--- src/rtl/spi_mem_pkg.sv ---
// Shared constants and FSM encoding for the SPI memory command parser.
// Opcodes and the LEN byte convention used by host packets.
package spi_mem_pkg;

    localparam logic [7:0] OP_NOP   = 8'h00;
    localparam logic [7:0] OP_WRITE = 8'h01;
    localparam logic [7:0] OP_READ  = 8'h02;

    // A LEN byte of zero frames a full 256-byte payload.
    localparam int LEN_ZERO_MEANS_256 = 256;

    typedef enum logic [2:0] {
        S_IDLE,
        S_ADDR_HI,
        S_ADDR_LO,
        S_LEN,
        S_WR_DATA,
        S_RD_ISSUE,
        S_RD_WAIT,
        S_RD_PUSH
    } state_t;

    function automatic logic [8:0] len_to_count(input logic [7:0] len);
        return (len == 8'h00) ? 9'(LEN_ZERO_MEANS_256) : {1'b0, len};
    endfunction

endpackage

--- src/rtl/spi_mem_cmd_parser.sv ---
// Decodes addressed, length-framed WRITE/READ packets from the SPI RX byte
// stream into BRAM strobes, returning read data through the TX FIFO port.
module spi_mem_cmd_parser #(
    parameter int         ADDR_WIDTH = 8,
    parameter logic [7:0] OP_WRITE   = spi_mem_pkg::OP_WRITE,
    parameter logic [7:0] OP_READ    = spi_mem_pkg::OP_READ,
    parameter logic [7:0] OP_NOP     = spi_mem_pkg::OP_NOP
) (
    input  logic                  clk,
    input  logic                  rst,
    input  logic                  frame_abort,
    input  logic [7:0]            rx_data,
    input  logic                  rx_valid,
    output logic                  rx_ready,
    output logic [7:0]            tx_data,
    output logic                  tx_valid,
    input  logic                  tx_ready,
    output logic [ADDR_WIDTH-1:0] mem_addr,
    output logic [7:0]            mem_wdata,
    output logic                  mem_we,
    output logic                  mem_re,
    input  logic [7:0]            mem_rdata,
    output logic                  busy,
    output logic [7:0]            err_count
);
    import spi_mem_pkg::*;

    state_t                state, state_n;
    logic [ADDR_WIDTH-1:0] addr, addr_n, maddr_n;
    logic [8:0]            count, count_n;
    logic                  op_rd, op_rd_n;
    logic [7:0]            err_n, wdata_n, txd_n;
    logic                  we_n, re_n, txv_n;
    logic                  take;

    assign take = rx_valid && rx_ready;
    assign busy = (state != S_IDLE);

    always_comb begin
        state_n = state;
        addr_n  = addr;
        count_n = count;
        op_rd_n = op_rd;
        err_n   = err_count;
        we_n    = 1'b0;
        re_n    = 1'b0;
        maddr_n = mem_addr;
        wdata_n = mem_wdata;
        txd_n   = tx_data;
        txv_n   = tx_valid;
        unique case (state)
            S_IDLE: begin
                if (take) begin
                    if (rx_data == OP_WRITE || rx_data == OP_READ) begin
                        op_rd_n = (rx_data == OP_READ);
                        state_n = (ADDR_WIDTH > 8) ? S_ADDR_HI : S_ADDR_LO;
                    end else if (rx_data != OP_NOP && err_count != 8'hFF) begin
                        err_n = err_count + 8'd1;
                    end
                end
            end
            S_ADDR_HI: begin
                if (take) begin
                    addr_n  = ADDR_WIDTH'({rx_data, 8'h00})
                            | (addr & ADDR_WIDTH'(16'h00FF));
                    state_n = S_ADDR_LO;
                end
            end
            S_ADDR_LO: begin
                if (take) begin
                    addr_n  = (addr & ~ADDR_WIDTH'(16'h00FF))
                            | ADDR_WIDTH'(rx_data);
                    state_n = S_LEN;
                end
            end
            S_LEN: begin
                if (take) begin
                    count_n = len_to_count(rx_data);
                    if (op_rd) begin
                        state_n = S_RD_ISSUE;
                        re_n    = 1'b1;
                        maddr_n = addr;
                    end else begin
                        state_n = S_WR_DATA;
                    end
                end
            end
            S_WR_DATA: begin
                if (take) begin
                    we_n    = 1'b1;
                    maddr_n = addr;
                    wdata_n = rx_data;
                    addr_n  = addr + 1'b1;
                    count_n = count - 9'd1;
                    if (count == 9'd1) state_n = S_IDLE;
                end
            end
            S_RD_ISSUE: state_n = S_RD_WAIT;
            S_RD_WAIT: begin
                txd_n   = mem_rdata;
                txv_n   = 1'b1;
                state_n = S_RD_PUSH;
            end
            S_RD_PUSH: begin
                // Strobe for the next byte is registered on the handshake edge
                // so it is already high in the RD_ISSUE cycle.
                if (tx_ready) begin
                    txv_n   = 1'b0;
                    addr_n  = addr + 1'b1;
                    count_n = count - 9'd1;
                    if (count == 9'd1) begin
                        state_n = S_IDLE;
                    end else begin
                        state_n = S_RD_ISSUE;
                        re_n    = 1'b1;
                        maddr_n = addr + 1'b1;
                    end
                end
            end
            default: state_n = S_IDLE;
        endcase
        if (frame_abort) begin
            state_n = S_IDLE;
            err_n   = err_count;
            txv_n   = 1'b0;
            we_n    = 1'b0;
            re_n    = 1'b0;
        end
    end

    always_ff @(posedge clk or posedge rst) begin
        if (rst) begin
            state     <= S_IDLE;
            addr      <= '0;
            count     <= '0;
            op_rd     <= 1'b0;
            err_count <= '0;
            rx_ready  <= 1'b0;
            mem_we    <= 1'b0;
            mem_re    <= 1'b0;
            mem_addr  <= '0;
            mem_wdata <= '0;
            tx_data   <= '0;
            tx_valid  <= 1'b0;
        end else begin
            state     <= state_n;
            addr      <= addr_n;
            count     <= count_n;
            op_rd     <= op_rd_n;
            err_count <= err_n;
            rx_ready  <= 1'b1;
            mem_we    <= we_n;
            mem_re    <= re_n;
            mem_addr  <= maddr_n;
            mem_wdata <= wdata_n;
            tx_data   <= txd_n;
            tx_valid  <= txv_n;
        end
    end

endmodule
--- config.mk ---
export PLATFORM = sky130hd
export DESIGN_NAME = spi_mem_cmd_parser
export DESIGN_NICKNAME = d
export VERILOG_FILES = /design/src/rtl/spi_mem_pkg.sv /design/src/rtl/spi_mem_cmd_parser.sv
export SDC_FILE = /design/constraint.sdc
export NUM_CORES = 1
export LEC_CHECK = 0
export CELL_PAD_IN_SITES_DETAIL_PLACEMENT = 0
export CELL_PAD_IN_SITES_GLOBAL_PLACEMENT = 2
export CORE_MARGIN = 2
export CORE_UTILIZATION = 31
export CTS_CLUSTER_DIAMETER = 60
export DETAILED_ROUTE_END_ITERATION = 12
export PLACE_DENSITY_LB_ADDON = 0.2
export SKIP_CTS_REPAIR_TIMING = 1
export SLEW_MARGIN = 20
export SYNTH_ARGS = -nofsm -noshare
export SYNTH_HDL_FRONTEND = slang
export SYNTH_SLANG_ARGS = --single-unit
--- constraint.sdc ---
create_clock -name clk -period 2.34 [get_ports clk]
set_clock_uncertainty 0.15 [all_clocks]
set_input_delay 0.468 -clock clk [delete_from_list [all_inputs] [get_ports clk]]
set_output_delay 0.468 -clock clk [all_outputs]
set_load 0.02 [all_outputs]
==> out/qor.csv, run 1 <==
metric;value;unit
yosys_warnings;0;
vdd_drop_max;0.000282;V
port_buffers;57;
synthArstFlopShare;1.00;
post_synth_xor_area_fraction;0.0445;
postSynthAreaPerCell;9.31;µm²
synthAdderAreaFrac;0.0169;
synthCells;317;
post-place-ws;-0.130;ns
crit_fanout;2;
synth-edff-count;0;
p_leak;1.70;nW
fin_ws;0.0708;ns
wl_per_cell;14.2;µm
grt_pass1_vias;2586;
dieHeight;102;µm
hpwl;5.53;mm
total_power;0.00237;W
grt_overflow;0;
synth-seq-cells;57;
cts_tree;built;
rows;35;
hold_viol;0;
max_freq;441;MHz
initial_core_util;0.320;
die_area;10300;µm²
grt_pass1_wl;12.8;mm
setup_viol_count_final;0;
muxShareOfSynthArea;0.0411;
synth_top_family_by_area;simple AND/OR/NAND/NOR gates;
tns;0;ns
powerDensity;589;nW/µm²
dominantRegCellSynth;dfrtp_1;
tightestPinTransition;0.651;ns
synthesis.area;2950;µm²
cts.reportedPaths.clkPinSlew;0.07;ns
critPathKind;reg -> out;
syn_nets;342;
cts_sinks;57;
end_kind;output pin;
ys_seq_area_frac;0.483;
place.gp.congestion;0.811;
cts_max_level;3;
drt-total-wl;7.59;mm
grt_usage;0.161;
start_kind;register;
synth-compound-area-share;0.168;
fillers;934;
cts_root_buf;clkbuf_8;
clk_path_buf_depth;2;
drt-pass1-iter-count;4;
layout.nets;426;
detail_route.iter0.violations;98;
hold_slack;0.322;ns
arrival;1.65;ns
ioPinCount;58;
die_x;102;µm
cts_inserted_buffers;9;
timing.final.crit_period;2.27;ns
grt_max_degree;58;
syn_to_final_growth;36.5;%
drive_gt1_frac;0.163;
antenna_found_initial;0;
holdCritPathClass;reg -> reg;
maxCapViolations;0;
core;9240;µm²
slew_headroom;0.566;
drc;0;
viasPerCell;4.77;
synthDistinctLibCells;52;
drv_slew;0;
worstSkewPairLatency;0.34;ns
rsz0062_at_grt;no;
num_antenna_cells;0;
synth_simple_gate_area_frac;0.211;
crit_required;1.72;ns
vias;2551;
status;complete, no violations;
antenna_left;0;
post-route-period-util;0.970;
-- state kept, by name, summed over array words and instances, names as in the netlist --
| name | cells |
|---|---|
| tx_valid | 1 |
| mem_we | 1 |
| op_rd | 1 |
| err_count | 8 |
| tx_data | 8 |
| rx_ready | 1 |
| addr | 8 |
| mem_re | 1 |
| state | 3 |
| count | 9 |
| mem_wdata | 8 |
| mem_addr | 8 |
-- synthesized netlist by cell type, types with 2 or more instances --
master    number  share of area
o22ai_1        2         0.0042
buf_4          2         0.0051
nor4_1         3         0.0064
a22o_1         2         0.0059
o21a_1         2         0.0051
and4_1         2         0.0059
a41oi_1        2         0.0059
nor2_1        31          0.039
nor3_2         2         0.0068
o31ai_1        3         0.0076
a21o_1         2         0.0051
clkbuf_1      10          0.013
o22a_1         5          0.015
ha_1           4          0.017
nor3_1         5         0.0085
a21oi_1       19          0.032
a31oi_1        7          0.015
xor2_1         5          0.015
or3_1          5          0.011
nand4_1        4         0.0085
inv_1          7         0.0089
o21ai_0       22          0.037
mux2i_1        2         0.0068
nand3_1        6          0.010
buf_2          2         0.0034
and3_1         3         0.0064
xnor2_1       10          0.030
dfrtp_1       57           0.48
mux2_2         9          0.034
nand2_1       60          0.076
-- where the power goes --
part / total (W) / switching [W] / internal, W / leakage (nW)
clock: 0.000790 / 0.000414 / 0.000376 / 0.0818
combinational: 0.000435 / 0.000215 / 0.000220 / 0.865
sequential: 0.00115 / 0.0000905 / 0.00106 / 0.750
total: 0.00237 / 0.000719 / 0.00165 / 1.70
-- worst max-delay path, stage by stage (launching register included) --
cell and delay, ns:
dfrtp_1 0.37, or3_4 0.40, clkdlybuf4s50_1 0.55
-- path summary, 6_finish.rpt --
| path | slack [ns] | start | end | cells past startpoint |
|---|---|---|---|---|
| max in group asynchronous | 1.42 | rst | mem_addr[4] | 3 |
| min | 0.32 | mem_wdata[5] | mem_wdata[5] | 2 |
| min in group asynchronous | 0.36 | rst | mem_wdata[1] | 3 |
| max | 0.07 | state[0] | busy | 2 |
| max reg2reg | 0.23 | count[5] | mem_addr[7] | 4 |
| min reg2reg | 0.32 | mem_wdata[5] | mem_wdata[5] | 2 |
-- cell type report --
cell class,count,area (µm²),share of cell area
inverters,7,26.3,0.00652
well taps,129,161,0.0400
flip-flops and latches,57,1430,0.354
clock buffers,10,128,0.0317
repair buffers,88,828,0.205
multi-input cells,238,1430,0.354
clock inverters,6,35.0,0.00869
-- placed cells by master, fill, tap and decap left out, drive strengths merged, types with 3 or more instances in the layout --
| master | instances |
|---|---|
| a21oi | 19 |
| a31oi | 7 |
| and3 | 3 |
| buf | 31 |
| clkbuf | 10 |
| clkdlybuf4s50 | 57 |
| clkinv | 4 |
| dfrtp | 57 |
| ha | 4 |
| inv | 7 |
| mux2 | 9 |
| nand2 | 60 |
| nand3 | 6 |
| nand4 | 4 |
| nor2 | 32 |
| nor3 | 7 |
| nor4 | 4 |
| o21ai | 22 |
| o22a | 5 |
| o31ai | 3 |
| or3 | 6 |
| xnor2 | 10 |
| xor2 | 5 |
-- layer usage --
metal	wire (µm)	global-route usage	vias up	share of wire
li1	-	-	1292	-
met1	3640	0.214	1201	0.48
met2	3600	0.259	49	0.47
met3	267	0.0400	9	0.035
met4	85	0.0468	0	0.011
met5	0	0	-	0
-- stage by stage --
stage	utilization	cell area, µm²	instances
2_1_floorplan	-	2950	317
3_3_place_gp	0.419	3870	519
3_5_place_dp	0.419	3870	519
4_1_cts	0.436	4030	535
5_1_grt	0.436	4030	535
6_report	0.436	4030	535
-- cell families (layout without fill, tap and decap cells) --
logic type      after synthesis  after routing
mux                          11             11
other cells                   1              1
buf+inv                      22            111
xor+xnor                     15             15
flops                        57             57
simple gates                132            132
compound gates               75             75
fa+ha+maj                     4              4
(Power assumes the default switching activity.)
==> run 2, diff against run 1 <==
--- a/config.mk
+++ b/config.mk
@@ -5,6 +5,7 @@
 export SDC_FILE = /design/constraint.sdc
 export NUM_CORES = 1
 export LEC_CHECK = 0
+export ABC_AREA = 1
 export CELL_PAD_IN_SITES_DETAIL_PLACEMENT = 0
 export CELL_PAD_IN_SITES_GLOBAL_PLACEMENT = 2
 export CORE_MARGIN = 2
==> run 2 against run 1 <==
Clock power is 16% higher. Worst hold slack improved by 0.0099 ns. Flip-flop and latch count is the same. Worst setup slack better by 0.22 ns. Critical path depth fell by 1. Global-route usage is 0.43 points lower. Count of clock-buffer cells in the layout grew 4. Area after synthesis rose by 8.5%. Critical endpoint is now err_count[2]. Largest cell class is now multi-input combinational cells.
==> out/qor.csv, run 2 <==
metric;value;unit
status;complete, no violations;
r2r_slack;0.49;ns
max_freq;488;MHz
drt-pass1-iter-count;4;
cts_sinks;57;
grt_pass1_wl;13.5;mm
dp.cells;594;
synthesis.area;3200;µm²
layout.nets;494;
min_from;mem_addr[5];
ys_seq_area_frac;0.445;
clk_path_buf_depth;2;
cts_root_buf;clkbuf_8;
cp_top_family;buffers and inverters;
initial_core_util;0.315;
maxCapViolations;0;
cts.reportedPaths.clkPinSlew;0.07;ns
start_kind;register;
place.gp.congestion;0.725;
yosys.area.top_type;dfrtp_1;
hpwl;5.78;mm
rows;37;
crit_slowest_cell;clkdlybuf4s50_1;
r2r-end;addr[1];
die_x;106;µm
core;10200;µm²
synth-compound-area-share;0.0754;
dominantRegCellSynth;dfrtp_1;
die_area;11200;µm²
r2r-start;state[0];
cts_max_level;3;
synth-edff-count;0;
port_buffers;57;
final_common_cell;nand2_1;
grt_max_degree;58;
syn_nets;426;
setup_viol_count_final;0;
end_kind;output pin;
yosysMostFrequentCell;nand2_1;
antenna_left;0;
powerDensity;1040;nW/µm²
muxShareOfSynthArea;0.0523;
num_antenna_cells;0;
grt_usage;0.156;
synth_top_family_by_area;simple AND/OR/NAND/NOR gates;
synth-seq-cells;57;
crit_required;1.72;ns
hold_viol;0;
drt-total-wl;8.17;mm
drive_gt1_frac;0.137;
fillers;1084;
synthArstFlopShare;1.00;
top_register;count;
final_cells;610;
r2r.worst_path.cells;9;
synthDistinctLibCells;36;
post_synth_xor_area_fraction;0.0355;
vdd_drop_max;0.000433;V
utilization;0.409;
p_leak;2.07;nW
holdCritPathClass;reg -> reg;
detail_route.iter0.violations;109;
synth_simple_gate_area_frac;0.307;
min_to;mem_addr[5];
cts_inserted_buffers;9;
crit_chain;clkdlybuf4s50_1;
synthTopCellsByCount;148 x nand2_1, 57 x dfrtp_1, 34 x inv_1;
hold_depth;2;
vias;2752;
post-route-period-util;0.875;
arrival;1.43;ns
drv_slew;0;
ioPinCount;58;
yosys_warnings;0;
syn_to_final_growth;30.0;%
max_stage_delay;0.64;ns
synth.area.top_cells;dfrtp_1 45%, nand2_1 17%, mux2_2 4.9%;
dieHeight;106;µm
antenna_found_initial;0;
synthAdderAreaFrac;0.0156;
cts_tree;built;
grt_overflow;0;
largest_reg_flops;9;
yosysTopAreaCellShare;0.445;
worst-path-buf-inv;1;
rsz0062_at_grt;no;
viasPerCell;4.51;
drc;0;
cp_num_cells;1;
postSynthAreaPerCell;7.99;µm²
crit_fanout;6;
final_cell_mix;148 x nand2_1, 56 x dfrtp_1, 56 x clkdlybuf4s50_1;
worstSkewPairLatency;0.34;ns
timing.final.crit_period;2.05;ns
grt_pass1_vias;2727;
wl_per_cell;13.4;µm
synthCells;401;
critPathKind;reg -> out;
==> run 2: logic make-up (layout without fill, tap and decap cells) <==
group,count (synthesis),after routing
AND/OR/NAND/NOR,224,224
flip-flops,57,57
multiplexers,15,15
AO/OA/AOI/OAI,39,39
other,1,1
XOR/XNOR,13,13
adder cells (fa/ha/maj),4,4
buffers and inverters,48,121
==> run 2: final cells by class <==
| class | count | area [µm²] | share of cell area |
|---|---|---|---|
| well taps | 136 | 170 | 0.0409 |
| inverters | 40 | 155 | 0.0372 |
| multi-input cells | 296 | 1560 | 0.375 |
| clock buffers | 14 | 183 | 0.0439 |
| clock inverters | 2 | 10.0 | 0.00240 |
| repair buffers | 65 | 658 | 0.158 |
| flip-flops and latches | 57 | 1430 | 0.343 |
==> run 2: metrics by stage <==
step	area (µm²)	total power, W	hold slack [ns]	TNS, ns	worst slack (ns)
after floorplan	3200	0.00276	0.291	0	0.322
after global placement	3970	0.00345	0.311	0	0.0493
after detailed placement	3970	0.00346	0.323	0	0.0490
after CTS	4160	0.00441	0.340	-0.00660	-0.00660
after global routing	4170	0.00469	0.362	0	0.208
final	4170	0.00434	0.332	0	0.293
==> run 2: per-layer routing <==
layer / track usage / part of all wire
met1: 0.205 / 0.48
met2: 0.247 / 0.46
met3: 0.0359 / 0.040
met4: 0.0677 / 0.017
met5: 0 / 0
==> run 2: where the power goes <==
group | switching [W] | leakage, nW | internal (W) | total [W]
logic | 0.00101 | 1.25 | 0.000805 | 0.00181
registers | 0.000285 | 0.723 | 0.00133 | 0.00161
clock network | 0.000416 | 0.102 | 0.000498 | 0.000914
==> run 2: worst max-delay path by stage <==
stage / start / to / slack, ns
after detailed placement: rx_data[2] / err_count[1] / 0.05
after CTS: state[1] / busy / -0.007
after floorplan: rst / addr[0] / 0.32
final: err_count[2] / err_count[2] / 0.29
after global routing: err_count[3] / err_count[3] / 0.21
after global placement: rx_data[2] / err_count[0] / 0.05
==> run 3, diff against run 2 <==
==> constraint.sdc (replaced) <==
create_clock -name clk -period 2.34 [get_ports clk]
set_clock_uncertainty 0.15 [all_clocks]
set_input_delay 0.351 -clock clk [delete_from_list [all_inputs] [get_ports clk]]
set_output_delay 0.351 -clock clk [all_outputs]
set_load 0.02 [all_outputs]
==> run 3 against run 2 <==
Power is 0.53% lower. Largest cell class unchanged. Largest power group unchanged. Combinational power about the same. Non-clock buffer count is 3 lower.
==> out/qor.csv, run 3 (synthesis results as in run 2) <==
metric;value;unit
grt_max_degree;58;
cts_root_buf;clkbuf_8;
layout.nets;491;
core;10200;µm²
rows;37;
syn_to_final_growth;28.5;%
dieHeight;106;µm
powerDensity;1050;nW/µm²
crit_path_start;state[1];
maxCapViolations;0;
hold_slack;0.237;ns
antenna_left;0;
fin_ws;0.140;ns
post-route-period-util;0.940;
cts_max_level;3;
detail_route.iter0.violations;74;
ioPinCount;58;
drc;0;
hpwl;5.74;mm
die_x;106;µm
die_area;11200;µm²
status;complete, no violations;
seqPwrFrac;0.374;
place.gp.congestion;0.756;
grt_usage;0.157;
cts.reportedPaths.clkPinSlew;0.07;ns
critPathKind;reg -> out;
port_buffers;57;
clk_path_buf_depth;2;
rsz0062_at_grt;no;
crit_fanout;8;
num_antenna_cells;0;
cts_inserted_buffers;9;
regArea;1430;µm²
drt-total-wl;8.00;mm
final_cells;605;
final_cell_mix;148 x nand2_1, 57 x dfrtp_1, 57 x clkdlybuf4s50_1;
fillers;1080;
crit_required;1.84;ns
power_switching;0.00169;W
grt_overflow;0;
p_int;0.00263;W
dp.cells;591;
post-place-ws;0.0941;ns
final_common_cell;nand2_1;
tightestPinTransition;0.536;ns
r2r_slack;0.45;ns
holdCritPathClass;in -> async;
p_leak;2.04;nW
max_freq;454;MHz
viasPerCell;4.47;
start_kind;register;
end_kind;output pin;
slew_headroom;0.642;
cts_tree;built;
utilization;0.404;
top_register;count;
wl_per_cell;13.2;µm
worstSkewPairLatency;0.35;ns
cts_sinks;57;
combPwrFrac;0.417;
tns;0;ns
r2r-start;state[1];
grt_pass1_vias;2759;
multi_input_area;1560;µm²
timing.final.crit_period;2.20;ns
switching_share;0.390;
largest_reg_flops;9;
arrival;1.70;ns
drive_gt1_frac;0.128;
setup_viol_count_final;0;
grt_pass1_wl;13.5;mm
clockPowerShare;0.209;
initial_core_util;0.315;
vias;2704;
drv_slew;0;
vdd_drop_max;0.000425;V
drt-pass1-iter-count;4;
hold_viol;0;
antenna_found_initial;0;
run 3: cell count changes in the layout (fill, tap and decap cells not counted):
| cell | before | now |
|---|---|---|
| clkbuf_1 | 1 | 0 |
| dfrtp_1 | 56 | 57 |
| buf_12 | 2 | 1 |
| buf_4 | 6 | 4 |
| clkdlybuf4s50_1 | 56 | 57 |
| clkbuf_8 | 13 | 10 |
| bufinv_16 | 0 | 1 |
| clkinv_2 | 2 | 3 |
| dfrtp_2 | 1 | 0 |
| dlymetal6s2s_1 | 1 | 0 |
run 3: metrics by stage:
stage / total power (W) / instance area [µm²]
3_3_place_gp: 0.00345 / 3930
2_1_floorplan: 0.00276 / 3200
3_5_place_dp: 0.00345 / 3930
6_report: 0.00432 / 4120
5_1_grt: 0.00468 / 4120
4_1_cts: 0.00439 / 4120
run 3: cell type report:
type | instances | area share
timing repair buffer | 62 | 0.151
multi-input combinational | 296 | 0.379
inverter | 40 | 0.0377
clock buffer | 10 | 0.0334
tap | 136 | 0.0413
sequential | 57 | 0.347
clock inverter | 4 | 0.0109
run 3: worst paths after layout:
kind / to / cells after the start
min reg2reg: count[7] / 2
min in group clk: count[7] / 2
max reg2reg: count[1] / 9
min: rx_ready / 3
max in group asynchronous: count[0] / 3
max: busy / 3
run 3: power by group through the flow:
| stage | Sequential (W) | Combinational (W) | Clock [W] |
|---|---|---|---|
| finish | 0.00162 | 0.00180 | 0.000904 |
| global route | 0.00167 | 0.00202 | 0.000985 |
| CTS | 0.00162 | 0.00183 | 0.000939 |
| detailed placement | 0.00163 | 0.00182 | 0 |
| global placement | 0.00163 | 0.00182 | 0 |
| floorplan | 0.00181 | 0.000948 | 0 |
run 3: per-layer routing:
metal | track usage | up-vias | share of wire
met3 | 0.0359 | 10 | 0.041
met1 | 0.203 | 1249 | 0.48
met5 | 0 | - | 0
li1 | - | 1398 | -
met4 | 0.0620 | 0 | 0.015
met2 | 0.252 | 47 | 0.47
run 3: worst max-delay path: stages, from the launching register on:
cell and delay (ns):
dfrtp_1 0.55, nor2_4 0.08, nand2_1 0.09, clkdlybuf4s50_1 0.63
